$ cat src/rtl/tt_mask_idx_rcvr_if.sv
// Mask/index receiver bus: sender push + credit return, memop control,
// element stream to the consumer, status. slave = receiver, master = driver.
interface tt_mask_idx_rcvr_if #(
    parameter int VLEN = 256
);
    localparam int VLW = $clog2(VLEN + 1);

    logic           i_mask_idx_valid;
    logic [64:0]    i_mask_idx_item;
    logic           i_mask_idx_last_idx;
    logic           i_start;
    logic           i_is_indexed;
    logic [VLW-1:0] i_vl;
    logic           i_elem_ready;

    logic           o_mask_idx_credit;
    logic           o_elem_valid;
    logic           o_elem_mask;
    logic [63:0]    o_elem_index;
    logic           o_elem_last;
    logic           o_busy;
    logic [1:0]     o_err;

    modport slave (
        input  i_mask_idx_valid,
        input  i_mask_idx_item,
        input  i_mask_idx_last_idx,
        input  i_start,
        input  i_is_indexed,
        input  i_vl,
        input  i_elem_ready,
        output o_mask_idx_credit,
        output o_elem_valid,
        output o_elem_mask,
        output o_elem_index,
        output o_elem_last,
        output o_busy,
        output o_err
    );

    modport master (
        output i_mask_idx_valid,
        output i_mask_idx_item,
        output i_mask_idx_last_idx,
        output i_start,
        output i_is_indexed,
        output i_vl,
        output i_elem_ready,
        input  o_mask_idx_credit,
        input  o_elem_valid,
        input  o_elem_mask,
        input  o_elem_index,
        input  o_elem_last,
        input  o_busy,
        input  o_err
    );
endinterface

$ cat src/rtl/tt_mask_idx_rcvr.sv
// Mask/index receiver: credit-based FIFO of mask/index items, expanded into
// one element per accept (indexed: one item each; strided: 64 mask bits).
// Ports: i_clk, i_reset (async, active-high), bus (tt_mask_idx_rcvr_if.slave):
//   push side (valid/item/last_idx, credit out), start/is_indexed/vl,
//   element stream (valid/mask/index/last, ready in), busy, sticky err[1:0].
module tt_mask_idx_rcvr #(
    parameter int VLEN         = 256,
    parameter int MASK_CREDITS = 2
) (
    input  logic              i_clk,
    input  logic              i_reset,
    tt_mask_idx_rcvr_if.slave bus
);
    localparam int VLW   = $clog2(VLEN + 1);
    localparam int DEPTH = MASK_CREDITS;
    localparam int PW    = (DEPTH > 1) ? $clog2(DEPTH) : 1;
    localparam int CW    = $clog2(DEPTH + 1);
    localparam int EW    = 66;

    typedef enum logic {
        IDLE,
        RUN
    } state_e;

    state_e         state_q, state_d;
    logic [EW-1:0]  mem_q [DEPTH];
    logic [EW-1:0]  mem_d [DEPTH];
    logic [PW-1:0]  rd_ptr_q, rd_ptr_d;
    logic [PW-1:0]  wr_ptr_q, wr_ptr_d;
    logic [CW-1:0]  cnt_q, cnt_d;
    logic           is_idx_q, is_idx_d;
    logic [VLW-1:0] vl_q, vl_d;
    logic [VLW-1:0] elem_cnt_q, elem_cnt_d;
    logic [5:0]     bit_ptr_q, bit_ptr_d;
    logic           credit_q, credit_d;
    logic [1:0]     err_q, err_d;

    logic           fifo_empty;
    logic           fifo_full;
    logic [64:0]    head_item;
    logic [63:0]    head_word;
    logic           head_last;
    logic [VLW-1:0] last_cnt;
    logic           elem_valid;
    logic           elem_last;
    logic           accept;
    logic           pop;
    logic           push;
    logic           overflow;

    function automatic logic [PW-1:0] ptr_inc(input logic [PW-1:0] p);
        if (p == PW'(DEPTH - 1)) begin
            return '0;
        end
        return p + 1'b1;
    endfunction

    // Each entry is {item[64:0], last_idx}.
    assign head_item  = mem_q[rd_ptr_q][65:1];
    assign head_last  = mem_q[rd_ptr_q][0];
    assign head_word  = head_item[63:0];

    assign fifo_empty = (cnt_q == '0);
    assign fifo_full  = (cnt_q == CW'(DEPTH));

    assign last_cnt   = vl_q - 1'b1;
    assign elem_valid = (state_q == RUN) && !fifo_empty;
    assign elem_last  = elem_valid && (elem_cnt_q == last_cnt);
    assign accept     = elem_valid && bus.i_elem_ready;

    // Strided words are retired after bit 63 or on the memop's last element.
    assign pop = accept &&
                 (is_idx_q || (bit_ptr_q == 6'd63) || elem_last);

    // A full FIFO can still take a push when the head leaves this cycle.
    assign push     = bus.i_mask_idx_valid && (!fifo_full || pop);
    assign overflow = bus.i_mask_idx_valid && fifo_full && !pop;

    always_comb begin
        mem_d    = mem_q;
        rd_ptr_d = rd_ptr_q;
        wr_ptr_d = wr_ptr_q;
        cnt_d    = cnt_q;
        if (push) begin
            mem_d[wr_ptr_q] = {bus.i_mask_idx_item, bus.i_mask_idx_last_idx};
            wr_ptr_d        = ptr_inc(wr_ptr_q);
        end
        if (pop) begin
            rd_ptr_d = ptr_inc(rd_ptr_q);
        end
        unique case ({push, pop})
            2'b10:   cnt_d = cnt_q + 1'b1;
            2'b01:   cnt_d = cnt_q - 1'b1;
            default: cnt_d = cnt_q;
        endcase
    end

    always_comb begin
        state_d    = state_q;
        is_idx_d   = is_idx_q;
        vl_d       = vl_q;
        elem_cnt_d = elem_cnt_q;
        bit_ptr_d  = bit_ptr_q;
        unique case (state_q)
            IDLE: begin
                if (bus.i_start && (bus.i_vl != '0)) begin
                    state_d    = RUN;
                    is_idx_d   = bus.i_is_indexed;
                    vl_d       = bus.i_vl;
                    elem_cnt_d = '0;
                    bit_ptr_d  = '0;
                end
            end
            RUN: begin
                if (accept) begin
                    elem_cnt_d = elem_cnt_q + 1'b1;
                    bit_ptr_d  = pop ? 6'd0 : bit_ptr_q + 6'd1;
                    if (elem_last) begin
                        state_d = IDLE;
                    end
                end
            end
        endcase
    end

    always_comb begin
        err_d    = err_q;
        credit_d = pop;
        if (overflow) begin
            err_d[0] = 1'b1;
        end
        if (pop && is_idx_q && (head_last != elem_last)) begin
            err_d[1] = 1'b1;
        end
    end

    always_ff @(posedge i_clk or posedge i_reset) begin
        if (i_reset) begin
            state_q    <= IDLE;
            for (int i = 0; i < DEPTH; i++) begin
                mem_q[i] <= '0;
            end
            rd_ptr_q   <= '0;
            wr_ptr_q   <= '0;
            cnt_q      <= '0;
            is_idx_q   <= 1'b0;
            vl_q       <= '0;
            elem_cnt_q <= '0;
            bit_ptr_q  <= '0;
            credit_q   <= 1'b0;
            err_q      <= '0;
        end else begin
            state_q    <= state_d;
            mem_q      <= mem_d;
            rd_ptr_q   <= rd_ptr_d;
            wr_ptr_q   <= wr_ptr_d;
            cnt_q      <= cnt_d;
            is_idx_q   <= is_idx_d;
            vl_q       <= vl_d;
            elem_cnt_q <= elem_cnt_d;
            bit_ptr_q  <= bit_ptr_d;
            credit_q   <= credit_d;
            err_q      <= err_d;
        end
    end

    // Data outputs are gated so nothing leaks while no element is offered.
    assign bus.o_mask_idx_credit = credit_q;
    assign bus.o_elem_valid      = elem_valid;
    assign bus.o_elem_mask       = elem_valid &&
                                   (is_idx_q ? head_item[64]
                                             : head_word[bit_ptr_q]);
    assign bus.o_elem_index      = (elem_valid && is_idx_q) ? head_word
                                                            : 64'd0;
    assign bus.o_elem_last       = elem_last;
    assign bus.o_busy            = (state_q == RUN);
    assign bus.o_err             = err_q;
endmodule

$ cat src/flat_wrapper.sv
// flat-port wrapper written by rule: the top's interface ports become plain ports
module tt_mask_idx_rcvr_flat 
#(
    parameter int VLEN         = 256,
    parameter int MASK_CREDITS = 2
)
  (i_clk, i_reset, bus_i_mask_idx_valid, bus_i_mask_idx_item, bus_i_mask_idx_last_idx, bus_i_start, bus_i_is_indexed, bus_i_vl, bus_i_elem_ready, bus_o_mask_idx_credit, bus_o_elem_valid, bus_o_elem_mask, bus_o_elem_index, bus_o_elem_last, bus_o_busy, bus_o_err);
  tt_mask_idx_rcvr_if #(.VLEN(VLEN)) bus_i ();
  input  logic i_clk;
  input  logic i_reset;
  input wire logic [$bits(bus_i.i_mask_idx_valid)-1:0] bus_i_mask_idx_valid;
  input wire logic [$bits(bus_i.i_mask_idx_item)-1:0] bus_i_mask_idx_item;
  input wire logic [$bits(bus_i.i_mask_idx_last_idx)-1:0] bus_i_mask_idx_last_idx;
  input wire logic [$bits(bus_i.i_start)-1:0] bus_i_start;
  input wire logic [$bits(bus_i.i_is_indexed)-1:0] bus_i_is_indexed;
  input wire logic [$bits(bus_i.i_vl)-1:0] bus_i_vl;
  input wire logic [$bits(bus_i.i_elem_ready)-1:0] bus_i_elem_ready;
  output wire logic [$bits(bus_i.o_mask_idx_credit)-1:0] bus_o_mask_idx_credit;
  output wire logic [$bits(bus_i.o_elem_valid)-1:0] bus_o_elem_valid;
  output wire logic [$bits(bus_i.o_elem_mask)-1:0] bus_o_elem_mask;
  output wire logic [$bits(bus_i.o_elem_index)-1:0] bus_o_elem_index;
  output wire logic [$bits(bus_i.o_elem_last)-1:0] bus_o_elem_last;
  output wire logic [$bits(bus_i.o_busy)-1:0] bus_o_busy;
  output wire logic [$bits(bus_i.o_err)-1:0] bus_o_err;
  assign bus_i.i_mask_idx_valid = bus_i_mask_idx_valid;
  assign bus_i.i_mask_idx_item = bus_i_mask_idx_item;
  assign bus_i.i_mask_idx_last_idx = bus_i_mask_idx_last_idx;
  assign bus_i.i_start = bus_i_start;
  assign bus_i.i_is_indexed = bus_i_is_indexed;
  assign bus_i.i_vl = bus_i_vl;
  assign bus_i.i_elem_ready = bus_i_elem_ready;
  assign bus_o_mask_idx_credit = bus_i.o_mask_idx_credit;
  assign bus_o_elem_valid = bus_i.o_elem_valid;
  assign bus_o_elem_mask = bus_i.o_elem_mask;
  assign bus_o_elem_index = bus_i.o_elem_index;
  assign bus_o_elem_last = bus_i.o_elem_last;
  assign bus_o_busy = bus_i.o_busy;
  assign bus_o_err = bus_i.o_err;
  tt_mask_idx_rcvr #(.VLEN(VLEN), .MASK_CREDITS(MASK_CREDITS)) u_core (.i_clk(i_clk), .i_reset(i_reset), .bus(bus_i));
endmodule
$ cat config.mk
export PLATFORM = sky130hd
export DESIGN_NAME = tt_mask_idx_rcvr_flat
export DESIGN_NICKNAME = d
export VERILOG_FILES = /design/src/rtl/tt_mask_idx_rcvr_if.sv /design/src/rtl/tt_mask_idx_rcvr.sv /design/src/flat_wrapper.sv
export SDC_FILE = /design/constraint.sdc
export NUM_CORES = 1
export LEC_CHECK = 0
export BUFFER_PORTS_ARGS = -buffer_cell sky130_fd_sc_hd__buf_4
export CELL_PAD_IN_SITES_DETAIL_PLACEMENT = 2
export CELL_PAD_IN_SITES_GLOBAL_PLACEMENT = 2
export CORE_AREA = 2 2 154 156
export DETAILED_ROUTE_END_ITERATION = 10
export DIE_AREA = 0 0 156 158
export PLACE_DENSITY_LB_ADDON = 0.05
export SYNTH_ARGS = -nofsm -noshare
export SYNTH_HDL_FRONTEND = slang
export SYNTH_SLANG_ARGS = --single-unit
export TNS_END_PERCENT = 20
$ cat constraint.sdc
create_clock -name i_clk -period 6.7 [get_ports i_clk]
set_input_delay 1.34 -clock i_clk [delete_from_list [all_inputs] [get_ports i_clk]]
set_output_delay 1.34 -clock i_clk [all_outputs]
set_load 0.01 [all_outputs]
==> results of run 1 <==
## flip-flops by register name, indices dropped and copies added (netlist names)
signal                        count
u_core.is_idx_q                   1
u_core.cnt_q                      2
u_core.bus.o_mask_idx_credit      1
u_core.vl_q                       9
u_core.wr_ptr_q                   1
u_core.bit_ptr_q                  6
u_core.elem_cnt_q                 9
u_core.mem_q                    132
u_core.bus.o_busy                 1
u_core.bus.o_err                  2
u_core.rd_ptr_q                   1
## per-stage QoR
stage,power [mW],hold WS [ns]
after floorplan,3.55,0.456
after global placement,4.32,0.457
after detailed placement,4.45,0.489
after CTS,5.48,0.505
after global routing,5.77,0.511
final,5.40,0.502
## placed cells by master, fill, tap and decap left out, drive strengths merged, types with 4 or more instances in the layout
master	Yosys	final
a22o	4	4
inv	9	16
nor2	84	84
and3	5	5
buf	23	157
a211oi	6	6
a22oi	11	11
nand2	29	29
dfrtp	165	165
o22ai	5	5
xnor2	10	10
nor2b	4	4
xor2	14	14
a21oi	5	5
clkinv	1	9
o21ai	11	11
nor3	4	4
mux2	140	140
mux2i	69	69
clkbuf	17	17
nand3	7	7
a31oi	4	4
and2	8	8
mux4	6	6
ha	4	4
## how the worst min path moves through the flow
stage	slack, ns	from	cells after the start	endpoint
after floorplan	0.46	u_core.cnt_q[1]$_DFFE_PP0P_	1	u_core.cnt_q[1]$_DFFE_PP0P_
after global placement	0.46	u_core.bus.o_err[0]$_DFFE_PP0P_	1	u_core.bus.o_err[0]$_DFFE_PP0P_
after detailed placement	0.49	u_core.bus.o_err[0]$_DFFE_PP0P_	1	u_core.bus.o_err[0]$_DFFE_PP0P_
after CTS	0.50	u_core.bus.o_err[0]$_DFFE_PP0P_	1	u_core.bus.o_err[0]$_DFFE_PP0P_
after global routing	0.51	u_core.bus.o_err[0]$_DFFE_PP0P_	1	u_core.bus.o_err[0]$_DFFE_PP0P_
final	0.50	u_core.bus.o_err[0]$_DFFE_PP0P_	1	u_core.bus.o_err[0]$_DFFE_PP0P_
## area by class of cell
cell class                 instances  area (µm²)
fill                            2338       12700
sequential                       165        4130
multi-input combinational        467        4030
timing repair buffer             157        1190
clock buffer                      17         425
tap                              290         363
clock inverter                    15         163
inverter                          10        42.5
## worst register-to-register path, delay by kind of cell (launching register included)
family / cells / cell delay [ns]
and+or+nand+nor: 4 / 1.10
AOI/OAI and AO/OA: 2 / 1.14
adders and majority gates: 1 / 0.39
muxes: 1 / 0.43
buffers and inverters: 1 / 0.35
DFF: 1 / 0.65
## kinds of logic (layout without fill, tap and decap cells)
family                   after synthesis  in the layout  synth area share [%]
XOR/XNOR                              24             24                  2.50
AO/OA/AOI/OAI                         66             66                  5.64
AND/OR/NAND/NOR                      158            158                  8.53
buffers and inverters                 50            199                  3.26
flip-flops                           165            165                  49.1
multiplexers                         215            215                  30.4
adder cells (fa/ha/maj)                4              4                 0.595
## power groups by stage
stage               sequential, mW  clock, mW  combinational, mW
floorplan                     1.70          0               1.85
global placement              1.91          0               2.41
detailed placement            1.94          0               2.51
CTS                           1.93       1.01               2.54
global route                  2.00       1.05               2.72
finish                        1.93      0.982               2.49
## per-layer routing
layer	global-route usage (%)	up-vias
met5	0	-
met4	5.16	0
met3	3.26	18
met2	35.6	98
met1	27.7	3103
li1	-	2706
==> summary.txt, run 1 <==
Status
  • Status: finished, final reports clean

Yosys
  • Cells after synthesis: 682
  • Top cell type by total area after synthesis: dfrtp_1
  • Largest cells by area after synthesis: dfrtp_1, mux2_2, mux2i_1, mux2_4, nor2_1
  • Register area share after synthesis: 49.1%
  • Most frequent cell after synthesis: dfrtp_1
  • Syn. warnings: 0
  • Yosys reg bits: around 170
  • Synth cell types: 52
  • Most frequent cells after synthesis: dfrtp_1, mux2_2, nor2_1
  • Post-synth EDFFs: 0
  • Primary FF master, synth: dfrtp_1
  • Post-Syn Area per Cell: 12.3 µm²
  • Asr flop ratio synth: between 90% and 100%
  • Synth top area share: 49.1%
  • Mapped Nets: around 770
  • Post-Syn Area: 8410 µm²

STA
  • Slew headroom: 27.1%
  • Fmax: 205 MHz
  • Final Hold Vio Count: 0
  • Final setup margin: around 1.8 ns
  • Setup TNS: 0 ns
  • Period utilisation layout: about 73%
  • Final setup viols: 0
  • RSZ-0062 raised after global routing: no
  • Worst Skew: ~0.012 ns
  • Fin crit period: 4.89 ns
  • Least-Margin Pin Slew: 1.09 ns
  • Slew Limit Fails: 0

Drt
  • Top routing layer in use: met4
  • Initial DRC count: ~250
  • Initial DRT Pass Iterations: 4
  • WL per Instance: between 20 and 25 µm
  • DR vias: 5925
  • Number of remaining DRC errors: 0
  • Routed length on met3: 730 µm
  • Metal1 wirelength: 11.2 mm
  • Via/cell ratio: 5.29
  • Post-DRT Antenna Nets: 0
  • Metal2 WL: 12.6 mm
  • Routed Wire Length: 24.7 mm

Worst setup path
  • Number of cells on the critical path: 8
  • Crit-path slowest cell: dfrtp_4
  • Critical path, cell by cell: mux2i_1 > mux4_2 > a21oi_1 > and3_1 > a211oi_1 > a221o_1 > a31oi_1 > buf_4
  • Setup crit start: u_core.rd_ptr_q$_DFFE_PP0P_
  • CP Max Fanout: 58
  • CP endpoint: bus_o_elem_mask
  • Reg2reg start: u_core.bit_ptr_q[0]$_DFFE_PP0P_
  • Reg-to-reg slack, setup: 2.53 ns
  • Worst path bufs/invs: 1
  • Length in cells of the worst reg-to-reg path: 9
  • Crit end category: output port
  • Crit Path Category: flop to output port
  • Critical Path RT: 5.36 ns
  • Critical Path AT: 3.55 ns
  • Reg2reg end: u_core.mem_q[33]$_DFFE_PP0P_
  • CP top delay family: flip-flops
  • Startpoint Class: flop
  • Critical Path Max Stage Delay: 1.11 ns

Clocking
  • CTS Buf Count: 17
  • CTS H-tree lvls: 4
  • Post-CTS Setup Inserts: 0
  • Reg clk slew, reported paths: 0.07 ns
  • Post-CTS sizing: 0
  • Cts hold-fix bufs: 0
  • Root buf cell: clkbuf_16
  • CTS tree: yes
  • Skew-Pair Late Insertion Delay: 0.44 ns
  • CTS max path bufs: 2
  • CTS Sinks: 165

Cells and area
  • Fin area: slightly above 10000 µm²
  • Non-filler cells, final: around 1.1k
  • # nets final: 903
  • # diodes: 0
  • Fraction of layout cells with a size suffix above 1: 41.8%
  • Core Util, Final: 44.9%
  • Syn-to-layout area delta: 23.1%

Power
  • Power share of the sequential group: 35.7%
  • Part of the power in the clock network: 18.2%
  • Sw Share: between 30% and 40%
  • Power per cell area: 522 nW/µm²
  • Peak supply drop: 0.000167 V
  • Combinational Power Share: between 40% and 50%
  • Leak: 4.77 nW
  • NetSw: between 2 and 2.5 mW
  • Pint: 3.29 mW

Floorplanning
  • Core ar.: 23100 µm²
  • Die area: 24600 µm²
  • Io pins: between 150 and 200
  • # rows: 56
  • Die W: 156 µm
  • Die Y: 158 µm
  • Starting Density: 36.5%

Global routing
  • Vias in the first global route: 6776
  • Global-route wire length before repair: 39.0 mm
  • Total global routing overflow: 0
  • Tot GR Track Use: 20.8%
  • Largest net degree at the start of global routing: 99
  • Initial antenna violation count: 0

Place
  • Setup WS pre-CTS: 2.30 ns
  • PortBufs: 151
  • Inst Count DP: 1089
  • Half-perimeter wire length after placement: 16.9 mm
  • Placement Cell Area: 9760 µm²
  • RePlAce Congestion: 0.764

Run
  • MaxCap Viol Count: 0

Hold path
  • HP Class: flop to flop
(Power assumes the default switching activity.)
==> inputs of run 2 (changes only) <==
- clock period: 6.7 -> 5.1 ns (I/O delays scaled with it)
==> summary.txt, run 2 (synthesized netlist as in run 1, its figures left out) <==
STA
  • Final Hold Vio Count: 0 (unchanged)
  • Least-Margin Pin Slew: 1.17 ns (+0.0750 ns)
  • Slew Limit Fails: 0 (unchanged)
  • Setup TNS: 0 ns (unchanged)
  • Period utilisation layout: 81.4%
  • Slew headroom: 21.8% (-5.3 points)
  • Worst Skew: 0.0112 ns (-0.00113 ns)
  • Fmax: 241 MHz
  • RSZ-0062 raised after global routing: no
  • Fin crit period: ~4.2 ns
  • Final setup viols: 0 (unchanged)

Global routing
  • Total global routing overflow: 0 (unchanged)
  • Tot GR Track Use: 20.9% (+0.17 points)
  • Global-route wire length before repair: 39.8 mm (+1.9%)
  • Vias in the first global route: 6964 (+2.8%)
  • Initial antenna violation count: 0 (unchanged)
  • Largest net degree at the start of global routing: 121 (+22%)

Worst setup path
  • Critical Path AT: 3.13 ns (-0.42 ns)
  • Startpoint Class: flop
  • Crit Path Category: flop to output port
  • Critical Path RT: 4.08 ns (-1.28 ns)
  • Setup crit start: u_core.bit_ptr_q[2]$_DFFE_PP0P_
  • Length in cells of the worst reg-to-reg path: 11 (+2)
  • CP Max Fanout: 13 (-78%)
  • Crit end category: output port
  • Reg2reg start: u_core.vl_q[0]$_DFFE_PP0P_

Hold path
  • Min-delay src: u_core.mem_q[6]$_DFFE_PP0P_
  • Hold path depth: 1 (unchanged)
  • HP Class: flop to flop

Power
  • Power share of the sequential group: 34.2% (-1.5 points)
  • NetSw: 2.73 mW (+30%)
  • Power per cell area: 682 nW/µm² (+31%)
  • Leak: 4.75 nW (-0.40%)
  • Combinational Power Share: 48.5% (+2.4 points)
  • Pint: 4.32 mW (+31%)
  • Peak supply drop: 0.000281 V (+68%)
  • Design Power: 7.06 mW (+31%)
  • Sw Share: 38.7% (-0.26 points)
  • Part of the power in the clock network: 17.4% (-0.8 points)

Clocking
  • Reg clk slew, reported paths: 0.07 ns (about the same)
  • CTS H-tree lvls: 4 (unchanged)
  • Post-CTS Setup Inserts: 0 (unchanged)
  • CTS Sinks: 165 (unchanged)
  • Post-CTS sizing: 0 (unchanged)
  • CTS tree: yes
  • Root buf cell: clkbuf_16
  • Skew-Pair Late Insertion Delay: 0.42 ns (-0.02 ns)
  • CTS Buf Count: 17 (unchanged)
  • CTS max path bufs: 2 (unchanged)
  • Cts hold-fix bufs: 0 (unchanged)

Cells and area
  • Syn-to-layout area delta: 23.1% (about the same)
  • Most frequent cells in the layout: dfrtp_1, buf_4, mux2_2, nor2_1, mux2i_1
  • # nets final: 907 (+0.44%)
  • Leading registers by flop count: u_core.mem_q (132), u_core.elem_cnt_q (9), u_core.vl_q (9)
  • Largest Register: u_core.mem_q
  • Commonest non-fill, non-tap cell in the layout: dfrtp_1
  • Fraction of layout cells with a size suffix above 1: 41.9% (+0.16 points)
  • # diodes: 0 (unchanged)
  • Largest register FFs: 132 (unchanged)

Drt
  • Routed Wire Length: 24.7 mm (-0.19%)
  • Metal1 wirelength: 11.2 mm (+0.72%)
  • Metal2 WL: 12.5 mm (-0.70%)
  • Post-DRT Antenna Nets: 0 (unchanged)
  • Top routing layer in use: met4
  • Initial DRT Pass Iterations: 4 (unchanged)
  • Via/cell ratio: 5.27 (-0.24%)
  • Number of remaining DRC errors: 0 (unchanged)
  • WL per Instance: 21.9 µm (-0.54%)
  • Initial DRC count: 192 (-23%)
  • DR vias: 5932 (+0.12%)
  • Routed length on met3: 769 µm (+5.3%)

Floorplanning
  • Die Y: 158 µm (unchanged)
  • Io pins: 152 (unchanged)
  • Core ar.: 23100 µm² (unchanged)
  • # rows: 56 (unchanged)
  • Die W: 156 µm (unchanged)
  • Die area: 24600 µm² (unchanged)
  • Starting Density: 36.5% (unchanged)

Place
  • RePlAce Congestion: 0.805 (+5.4%)
  • Half-perimeter wire length after placement: 17.1 mm (+1.2%)
  • PortBufs: 151 (unchanged)

Status
  • Status: finished, final reports clean

Run
  • MaxCap Viol Count: 0 (unchanged)
[run 2: cell types whose count changed in the layout (fill, tap and decap cells not counted), sizes merged]
cell	change
buf	+4
clkbuf	+2
clkinv	-4
clkinvlp	+6
inv	-4
[run 2: routing by layer]
metal / vias to the layer above / GRT usage (%)
li1: 2704 / -
met1: 3117 / 27.9
met2: 101 / 36.1
met3: 10 / 3.81
met4: 0 / 4.06
met5: - / 0
[run 2: cell type report]
class,instances,area [µm²]
Tap cell,290,363
Multi-Input combinational cell,467,4030
Clock buffer,19,443
Clock inverter,13,100
Inverter,10,41.3
Sequential cell,165,4130
Fill cell,2315,12700
Timing Repair Buffer,161,1230
[run 2: path summary, 6_finish.rpt]
check / end / slack (ns)
max in group asynchronous: u_core.mem_q[80]$_DFFE_PP0P_ / 3.64
hold reg to reg: u_core.mem_q[6]$_DFFE_PP0P_ / 0.51
setup / recovery: bus_o_elem_mask / 0.95
hold / removal: u_core.mem_q[6]$_DFFE_PP0P_ / 0.51
min in group asynchronous: u_core.mem_q[108]$_DFFE_PP0P_ / 0.52
setup reg to reg: u_core.mem_q[114]$_DFFE_PP0P_ / 1.23
[run 2: critical path, cell delays in order (launching register included)]
cell,delay (ns)
dfrtp_1,0.67
clkinv_1,0.58
mux4_2,0.46
o21ai_0,0.22
a311oi_1,0.08
a21oi_1,0.17
o22ai_1,0.13
a31oi_1,0.22
buf_4,0.17
[run 2: per-stage QoR]
| step | cell area [µm²] | util (%) | std cells | setup slack [ns] | hold WS, ns |
|---|---|---|---|---|---|
| after CTS | 10300 | 44.9 | 1125 | 0.926 | 0.504 |
| after detailed placement | 9800 | 42.5 | 1093 | 1.24 | 0.495 |
| after global placement | 9800 | 42.5 | 1093 | 1.43 | 0.485 |
| after floorplan | 8410 | - | 682 | 1.83 | 0.456 |
| final | 10300 | 44.9 | 1125 | 0.949 | 0.510 |
| after global routing | 10300 | 44.9 | 1125 | 0.704 | 0.503 |
[run 2: power groups by stage]
stage	Sequential (mW)	Combinational (mW)	Clock [mW]
after floorplan	2.23	2.43	0
after global placement	2.37	3.34	0
after detailed placement	2.43	3.46	0
after CTS	2.42	3.49	1.25
after global routing	2.51	3.73	1.31
final	2.41	3.42	1.22
==> inputs of run 3 (changes only) <==
- ABC_AREA: unset -> 1
- CORE_AREA: 2 2 154 156 -> 2 2 172 174
- DIE_AREA: 0 0 156 158 -> 0 0 174 176
- clock period: 5.1 -> 4.3 ns (I/O delays scaled with it)
==> summary.txt, run 3 <==
Hold path
  • End of the worst hold path: u_core.mem_q[31]$_DFFE_PP0P_
  • Hold path depth: 2 (+1)
  • HP Class: flop to flop
  • Min-delay src: u_core.mem_q[31]$_DFFE_PP0P_

Cells and area
  • Most frequent cells in the layout: nand2_1, buf_4, dfrtp_1, nand4_1, nor2_1
  • Filler cell count: 3436 (+48%)
  • Fraction of layout cells with a size suffix above 1: 17.0% (-25 points)
  • Largest Register: u_core.mem_q
  • Leading registers by flop count: u_core.mem_q (132), u_core.elem_cnt_q (9), u_core.vl_q (9)
  • # nets final: 1435 (+58%)
  • Largest register FFs: 132 (unchanged)
  • Syn-to-layout area delta: 21.5%
  • Commonest non-fill, non-tap cell in the layout: nand2_1

Yosys
  • Yosys reg bits: 165 (unchanged)
  • Post-Syn Area per Cell: 7.26 µm² (-41%)
  • Post-synth EDFFs: 0 (unchanged)
  • Synth cell types: 31 (-40%)
  • Asr flop ratio synth: 100% (unchanged)
  • Syn. warnings: 0 (unchanged)
  • Primary FF master, synth: dfrtp_1
  • Top cell type by total area after synthesis: dfrtp_1
  • Synth top area share: 45.5% (-3.6 points)
  • Cells after synthesis: 1248 (+83%)
  • Register area share after synthesis: 45.5% (-3.6 points)
  • Most frequent cell after synthesis: nand2_1
  • Largest cells by area after synthesis: dfrtp_1, nand2_1, nand4_1, nor2_1, o21ai_0
  • Most frequent cells after synthesis: nand2_1, dfrtp_1, nand4_1
  • Post-Syn Area: 9060 µm² (+7.8%)
  • Mapped Nets: 1333 (+74%)

Power
  • Peak supply drop: 0.000332 V (+18%)
  • Design Power: 8.82 mW (+25%)
  • Leak: 5.75 nW (+21%)
  • Power per cell area: 801 nW/µm² (+17%)

Clocking
  • Post-CTS sizing: 0 (unchanged)
  • Skew-Pair Late Insertion Delay: 0.44 ns (+0.02 ns)
  • Root buf cell: clkbuf_16
  • CTS Sinks: 165 (unchanged)
  • CTS Buf Count: 17 (unchanged)
  • CTS max path bufs: 2 (unchanged)
  • Post-CTS Setup Inserts: 0 (unchanged)
  • Cts hold-fix bufs: 0 (unchanged)
  • Reg clk slew, reported paths: 0.07 ns (about the same)
  • CTS tree: yes
  • CTS H-tree lvls: 4 (unchanged)

Status
  • Status: finished, final reports clean

Floorplanning
  • Starting Density: 31.8% (-4.7 points)
  • Die area: 30600 µm² (+24%)
  • Die Y: 176 µm (+11%)
  • Die W: 174 µm (+12%)
  • Core ar.: 28500 µm² (+24%)
  • # rows: 62 (+11%)
  • Io pins: 152 (unchanged)

STA
  • RSZ-0062 raised after global routing: no
  • Slew Limit Fails: 0 (unchanged)
  • Setup TNS: 0 ns (unchanged)
  • Final Hold Vio Count: 0 (unchanged)
  • Period utilisation layout: ~83%
  • Slew headroom: 24.2% (+2.4 points)
  • Least-Margin Pin Slew: 1.14 ns (-0.0320 ns)
  • Fin crit period: 3.58 ns
  • Final setup viols: 0 (unchanged)
  • Worst Skew: 0.0127 ns (+0.00148 ns)
  • Fmax: between 200 and 300 MHz

Worst setup path
  • Critical Path AT: 2.72 ns (-0.41 ns)
  • Crit end category: output port
  • Crit Path Category: flop to output port
  • Length in cells of the worst reg-to-reg path: 17 (+6)
  • Critical Path RT: 3.44 ns (-0.64 ns)
  • Reg2reg start: u_core.vl_q[0]$_DFFE_PP0P_
  • Reg-to-reg slack, setup: 1.20 ns (-0.03 ns)
  • Reg2reg end: u_core.cnt_q[1]$_DFFE_PP0P_
  • CP Max Fanout: 14 (+1)
  • Startpoint Class: flop

Global routing
  • Total global routing overflow: 0 (unchanged)
  • Vias in the first global route: 9759 (+40%)
  • Global-route wire length before repair: 55.1 mm (+39%)
  • Largest net degree at the start of global routing: 166 (+37%)
  • Tot GR Track Use: 23.0% (+2.1 points)
  • Initial antenna violation count: 1 (+1)

Drt
  • Via/cell ratio: 5.16 (-2.0%)
  • Routed Wire Length: 34.4 mm (+39%)
  • Number of remaining DRC errors: 0 (unchanged)
  • Post-DRT Antenna Nets: 0 (unchanged)
  • WL per Instance: 19.7 µm (-10%)
  • Initial DRT Pass Iterations: 4 (unchanged)
  • Initial DRC count: 442 (+130%)
  • DR vias: 9023 (+52%)

Place
  • RePlAce Congestion: 0.727 (-9.7%)
  • PortBufs: 151 (unchanged)
  • Half-perimeter wire length after placement: 22.1 mm (+29%)

Run
  • MaxCap Viol Count: 0 (unchanged)
==> run 3: cell types whose count changed in the layout (fill, tap and decap cells not counted), moves of 42 or more <==
| cell | before | now |
|---|---|---|
| o21ai_0 | 10 | 64 |
| mux2i_1 | 69 | 1 |
| nand3_1 | 7 | 49 |
| nand4_1 | 3 | 138 |
| inv_1 | 6 | 66 |
| mux2_2 | 100 | 0 |
| nand2_1 | 28 | 494 |
==> run 3: worst max-delay path by stage <==
stage                           startpoint  slack, ns                               to
6_report       u_core.rd_ptr_q$_DFFE_PP0P_       0.72                  bus_o_elem_mask
5_1_grt        u_core.rd_ptr_q$_DFFE_PP0P_       0.50                  bus_o_elem_mask
4_1_cts        u_core.rd_ptr_q$_DFFE_PP0P_       0.65                  bus_o_elem_mask
3_5_place_dp   u_core.rd_ptr_q$_DFFE_PP0P_       1.13                  bus_o_elem_mask
3_3_place_gp   u_core.rd_ptr_q$_DFFE_PP0P_       1.17                  bus_o_elem_mask
2_1_floorplan                      i_reset       1.34  u_core.bit_ptr_q[0]$_DFFE_PP0P_
==> run 3: cell type report <==
cell class	instances	area [µm²]	share of cell area (%)
diodes	1	2.50	0.0227
inverters	77	293	2.66
clock inverters	13	115	1.05
well taps	384	480	4.36
clock buffers	18	429	3.90
multi-input cells	918	4230	38.4
flip-flops and latches	165	4130	37.5
repair buffers	171	1330	12.1
==> run 3: cells by family after synthesis <==
group                      synth area share [%]
xor gates and xnor gates                   2.03
AOI/OAI and AO/OA                          5.48
and+or+nand+nor                            38.4
DFF                                        45.5
buffers and inverters                      7.92
adders and majority gates                 0.552
muxes                                     0.110
==> run 3: power breakdown <==
part	switching, mW	total [mW]	leakage, nW	internal, mW
Sequential	0.422	2.68	2.05	2.26
Clock	0.721	1.48	0.264	0.759
Combinational	3.15	4.66	3.44	1.51
Total	4.29	8.82	5.75	4.53
==> run 3: worst max-delay path, stage by stage (launching register included) <==
cell and delay, ns:
dfrtp_2 0.42, inv_1 0.48, buf_4 0.30, nand2_1 0.09, nand2_1 0.07, nand2_1 0.06, nand2_1 0.07, nor2_1 0.06
nand2_1 0.07, nand3_1 0.07, nand3_1 0.10, nand3_1 0.11, nand3_1 0.13, nand2_1 0.09, inv_1 0.06, buf_4 0.11
==> run 3: metrics by stage <==
stage / util [%] / hold WS [ns] / cell area (µm²) / cells / setup slack [ns]
3_5_place_dp: 36.7 / 0.454 / 10500 / 1715 / 1.13
3_3_place_gp: 36.7 / 0.446 / 10500 / 1715 / 1.17
2_1_floorplan: - / 0.434 / 9070 / 1248 / 1.34
6_report: 38.6 / 0.468 / 11000 / 1747 / 0.724
5_1_grt: 38.6 / 0.494 / 11000 / 1746 / 0.503
4_1_cts: 38.6 / 0.473 / 11000 / 1746 / 0.650
==> run 3: metal layers <==
layer	wire (µm)	GRT usage, %	vias up
li1	-	-	4293
met1	15400	29.8	4546
met2	17400	41.1	147
met3	1110	2.82	35
met4	488	5.67	2
met5	16	0	-
